**config.mk**
```make
export PLATFORM = sky130hd
export DESIGN_NAME = seq_divider
export DESIGN_NICKNAME = d
export VERILOG_FILES = /design/src/rtl/seq_divider.sv
export SDC_FILE = /design/constraint.sdc
export NUM_CORES = 1
export LEC_CHECK = 0
export ABC_AREA = 0
export CAP_MARGIN = 20
export CORE_MARGIN = 4
export CORE_UTILIZATION = 40
export DETAILED_ROUTE_END_ITERATION = 8
export PLACE_DENSITY = 0.61
export SLEW_MARGIN = 20
export SYNTH_ARGS = -nofsm -noshare
export SYNTH_HDL_FRONTEND = slang
export SYNTH_SLANG_ARGS = --single-unit
```
**constraint.sdc**
```tcl
create_clock -name clk -period 8.7 [get_ports clk]
set_input_delay 0.87 -clock clk [delete_from_list [all_inputs] [get_ports clk]]
set_output_delay 0.87 -clock clk [all_outputs]
set_load 0.03 [all_outputs]
```
**src/rtl/seq_divider.sv**
```systemverilog
`default_nettype none
// ============================================================================
// Module   : seq_divider
// Brief    : Multi-cycle restoring integer divider, BPC quotient bits per
//            cycle, valid/ready on both sides, divide-by-zero reporting.
//            Optional signed mode enabled by defining DIV_SIGNED_EN.
// Revision : 1.0 - initial release
// ============================================================================
module seq_divider #(
   parameter int N   = 64,
   parameter int M   = 64,
   parameter int BPC = 1
) (
   input  logic         clk,
   input  logic         rst,
   input  logic         in_valid,
   output logic         in_ready,
   input  logic         in_signed,
   input  logic [N-1:0] dividend,
   input  logic [M-1:0] divisor,
   output logic         out_valid,
   input  logic         out_ready,
   output logic [N-1:0] quotient,
   output logic [M-1:0] remainder,
   output logic         dbz,
   output logic         ovf,
   output logic         busy
);

   localparam int ITER = N / BPC;
   localparam int CW   = $clog2(ITER + 1);

   typedef enum logic [1:0] {
      IDLE = 2'd0,
      CALC = 2'd1,
      FIX  = 2'd2,
      DONE = 2'd3
   } state_t;

   state_t         state, state_nxt;
   logic [CW-1:0]  cnt;
   logic [N-1:0]   dvd;        // unretired dividend bits; quotient bits enter at the LSB
   logic [M-1:0]   rem;        // partial remainder, always < divisor between steps
   logic [M-1:0]   dvs;        // divisor magnitude
   logic [M-1:0]   dvd_lo;     // raw dividend low bits, returned on divide-by-zero
   logic           zero_dvs;

   logic [N-1:0]   ld_dvd;
   logic [M-1:0]   ld_dvs;
   logic [M:0]     step_pr;    // one bit wider so the compare never truncates
   logic [N-1:0]   step_dvd;
   logic [M-1:0]   step_rem;
   logic [N-1:0]   fix_q;
   logic [M-1:0]   fix_r;
   logic           fix_ovf;

`ifdef DIV_SIGNED_EN
   logic           neg_q;
   logic           neg_r;
   logic           is_ovf;
   logic           ld_sd;
   logic           ld_sv;
   logic           ld_ovf;

   // Operand signs and magnitudes; -2^(N-1) keeps its pattern, which is the correct unsigned magnitude
   always_comb begin
      ld_sd  = in_signed & dividend[N-1];
      ld_sv  = in_signed & divisor[M-1];
      ld_dvd = ld_sd ? -dividend : dividend;
      ld_dvs = ld_sv ? -divisor  : divisor;
      ld_ovf = in_signed && (dividend == {1'b1, {(N-1){1'b0}}}) && (&divisor);
   end
`else
   logic           unused_signed;
   assign unused_signed = in_signed;

   // Unsigned build: operands go straight into the datapath
   always_comb begin
      ld_dvd = dividend;
      ld_dvs = divisor;
   end
`endif

   // BPC chained restoring steps per CALC cycle
   always_comb begin
      step_pr  = '0;
      step_dvd = dvd;
      step_rem = rem;
      for (int b = 0; b < BPC; b++) begin
         step_pr  = {step_rem, step_dvd[N-1]};
         step_dvd = {step_dvd[N-2:0], 1'b0};
         if (step_pr >= {1'b0, dvs}) begin
            step_pr     = step_pr - {1'b0, dvs};
            step_dvd[0] = 1'b1;
         end
         step_rem = step_pr[M-1:0];
      end
   end

   // Final result: sign correction, then overflow and divide-by-zero overrides
   always_comb begin
      fix_q   = dvd;
      fix_r   = rem;
      fix_ovf = 1'b0;
`ifdef DIV_SIGNED_EN
      if (neg_q) fix_q = -dvd;
      if (neg_r) fix_r = -rem;
      if (is_ovf) begin
         fix_q   = {1'b1, {(N-1){1'b0}}};
         fix_r   = '0;
         fix_ovf = 1'b1;
      end
`endif
      if (zero_dvs) begin
         fix_q   = '1;
         fix_r   = dvd_lo;
         fix_ovf = 1'b0;
      end
   end

   // State register
   always_ff @(posedge clk) begin
      if (rst) state <= IDLE;
      else     state <= state_nxt;
   end

   // Next-state and handshake outputs
   always_comb begin
      state_nxt = state;
      in_ready  = 1'b0;
      out_valid = 1'b0;
      busy      = 1'b1;
      case (state)
         IDLE: begin
            in_ready = 1'b1;
            busy     = 1'b0;
            if (in_valid) state_nxt = CALC;
         end
         CALC: if (cnt == CW'(ITER - 1)) state_nxt = FIX;
         FIX:  state_nxt = DONE;
         DONE: begin
            out_valid = 1'b1;
            if (out_ready) state_nxt = IDLE;
         end
         default: state_nxt = IDLE;
      endcase
   end

   // Datapath: operand load, iteration, result capture
   always_ff @(posedge clk) begin
      if (rst) begin
         cnt       <= '0;
         dvd       <= '0;
         rem       <= '0;
         dvs       <= '0;
         dvd_lo    <= '0;
         zero_dvs  <= 1'b0;
         quotient  <= '0;
         remainder <= '0;
         dbz       <= 1'b0;
         ovf       <= 1'b0;
`ifdef DIV_SIGNED_EN
         neg_q     <= 1'b0;
         neg_r     <= 1'b0;
         is_ovf    <= 1'b0;
`endif
      end else begin
         case (state)
            IDLE: if (in_valid) begin
               cnt      <= '0;
               dvd      <= ld_dvd;
               dvs      <= ld_dvs;
               rem      <= '0;
               dvd_lo   <= dividend[M-1:0];
               zero_dvs <= (divisor == '0);
               dbz      <= 1'b0;
               ovf      <= 1'b0;
`ifdef DIV_SIGNED_EN
               neg_q    <= ld_sd ^ ld_sv;
               neg_r    <= ld_sd;
               is_ovf   <= ld_ovf;
`endif
            end
            CALC: begin
               dvd <= step_dvd;
               rem <= step_rem;
               cnt <= cnt + CW'(1);
            end
            FIX: begin
               quotient  <= fix_q;
               remainder <= fix_r;
               dbz       <= zero_dvs;
               ovf       <= fix_ovf;
            end
            default: ;
         endcase
      end
   end

endmodule
`default_nettype wire

```
==> results.tsv <==
stage	metric	value	unit
worst_setup_path	CP Max Fanout	29	
global_route	first-pass GRT wire length	92.1	mm
cts	Hold-fix buffers, CTS	0	
final_layout	fin nets	2689	
place	DPL Wire Length	43.3	mm
worst_setup_path	reg2reg start	rem[14]$_SDFFE_PP0P_	
sta	Hold Violations, Final	0	
yosys	count leader, synth	dfxtp_1	
min_path	Worst Hold Endpoint	dvs[9]$_SDFFE_PP0P_	
place	Place WS	4200	ps
cts	clk slew on worst S/H paths	60	ps
worst_setup_path	Reg-to-Reg End	rem[62]$_SDFFE_PP0P_	
worst_setup_path	element type at the critical path start	flip-flop	
global_route	largest net degree at the start of global routing	232	
worst_setup_path	CP arrival	5070	ps
cts	cts bufs inserted	44	
route	Routed WL per cell	19.1	µm
route	Iteration-0 DRC Markers	1270	
floorplanning	Die ar.	0.0517	mm²
final_layout	Layout area overhead	22.6	%
yosys	synthesized instance count	2338	
yosys	Unique masters post-synth	73	
yosys	top cells by count, synth	dfxtp_1, nand2_1, nor2_1	
yosys	fraction of registers with async set/reset	0	%
cts	Clock Latency Late Sink	570	ps
global_route	initial antenna violation count	1	
cts	Post-CTS Resized	0	
floorplanning	Initial Util	40.4	%
yosys	syn avg cell area	8.24	µm²
floorplanning	Die W	227	µm
yosys	Synth Register Bits	395	
sta	worst slew pin tran	1040	ps
route	residual DRC count	0	
sta	Final setup viols	0	
cts	setup bufs post-CTS	0	
min_path	Hold Path Origin	dvs[9]$_SDFFE_PP0P_	
yosys	Main synth FF type	dfxtp_1	
floorplanning	Ports	266	
worst_setup_path	WS Path Type	reg2reg	
global_route	gr usage total	22.2	%
worst_setup_path	R2R depth	12	
run	MaxCap Viol Count	0	
sta	Final WS setup	4140	ps
final_layout	layout cell share with drive strength beyond 1	4.81	%
route	Vias	17270	
route	Pre-Repair DR Iteration Count	5	
final_layout	Final Non-Filler Cells	3131	
cts	CTS HTree Levels	2	
cts	Sink Count	395	
cts	clock buffer depth	3	
run_status	outcome	finished clean	
sta	Post-Route Setup TNS	0	ps
worst_setup_path	Critical Path RT	9210	ps
floorplanning	# rows	80	
route	WL final	59.9	mm
sta	Setup Skew	9.66	ps
yosys	mapped cell area	0.0193	mm²
global_route	global route total overflow	0	
global_route	number of global-route vias before repair	16192	
yosys	post-synth top area share	41.1	%
yosys	Syn Nets	2541	
sta	Relative slew margins	30.6	%
route	Vias per Instance	5.52	
route	remaining antenna violation count	0	
yosys	EDFF count, synth	0	
yosys	Yosys warnings	0	
yosys	Synth area leader	dfxtp_1	
yosys	Seq/Total Area, Yosys	41.1	%
worst_setup_path	Critical path origin	rem[14]$_SDFFE_PP0P_	
cts	clock root buffer	clkbuf_16	
place	GPL Wtd Cong	0.899	
worst_setup_path	reg2reg setup slack	4140	ps
sta	minimum clock period	4560	ps
min_path	hold path cells	2	
floorplanning	Die Span Y	227	µm
sta	RSZ-0062 raised after global routing	false	
sta	fin crit share	52.4	%
cts	CTS tree	built	
sta	max frequency	219	MHz
floorplanning	core area	0.0476	mm²
worst_setup_path	Worst Setup End Kind	flip-flop	
min_path	Hold Crit Class	reg2reg	
yosys	largest cells by area after synthesis	dfxtp_1, mux2i_1, nand2_1	
final_layout	fin util	49.5	%
place	Cell Count Post-Placement	3054	
sta	Slew Limit Fails	0	
place	Buffers on Ports	263	
-- through the flow --
step	instance area, µm²	hold slack [ps]
final	23600	453
after global routing	23600	473
after CTS	23600	454
after detailed placement	22100	446
after global placement	22100	442
after floorplan	19300	436
-- state kept, by name, indices dropped and copies added, names as in the netlist --
name and count:
rem 64, state 2, cnt 7, quotient 64, zero_dvs 1, remainder 64, dvd_lo 64, dvd 64
dbz 1, dvs 64
-- cell type report --
| type | instances | area, µm² |
|---|---|---|
| inverter | 82 | 308 |
| fill | 4551 | 24000 |
| sequential | 395 | 7910 |
| clock buffer | 60 | 1260 |
| antenna | 1 | 2.50 |
| tap | 615 | 769 |
| timing repair buffer | 278 | 2780 |
| multi-input combinational | 1685 | 10400 |
| clock inverter | 15 | 203 |
-- cell families after synthesis --
kind of cell    Yosys count  synth area share (%)
simple gates            745                  16.2
compound gates          645                  21.3
flops                   395                  41.1
buf+inv                 258                  5.45
mux                     162                  8.55
fa+ha+maj                70                  4.59
xor+xnor                 62                  2.82
other cells               1                0.0195
-- cells in the final DEF (no fill, tap or decap), types with 38 or more instances in the layout --
cell type        instances
ha_1                    67
clkbuf_16               44
dfxtp_1                394
inv_1                   82
nand2_1                346
a22oi_1                 38
clkdlybuf4s50_1        262
a211oi_1               131
a21oi_1                215
mux2i_1                143
nor2_1                 271
o22ai_1                 67
o21ai_0                 60
-- how the worst max path moves through the flow --
stage                           end  slack (ps)  depth (start not counted)
2_1_floorplan  rem[10]$_SDFFE_PP0P_        5830                         15
3_3_place_gp   rem[62]$_SDFFE_PP0P_        4160                         12
3_5_place_dp   rem[62]$_SDFFE_PP0P_        4200                         12
4_1_cts        rem[62]$_SDFFE_PP0P_        4170                         12
5_1_grt        rem[62]$_SDFFE_PP0P_        3820                         12
6_report       rem[62]$_SDFFE_PP0P_        4140                         12
-- worst max-delay path, cell delays in order, from the launching register on --
cell and delay [ps]:
dfxtp_1 410, ha_1 480, nand2_2 100, o31ai_1 380
nor3b_2 270, o211a_1 270, nand4_2 200, a21oi_4 270
a21o_2 640, buf_4 510, nand2_2 450, nor4_1 380
a211o_1 140
-- routing by layer --
metal	track usage, %	share of wire [%]	vias up
li1	-	-	8513
met1	33.5	49	8198
met2	33.4	43	484
met3	3.39	5.9	75
met4	5.19	2.1	0
met5	0	0	-
Power is not shown: default switching activity piles up to over one toggle a cycle in this logic, so the estimate is an artifact.
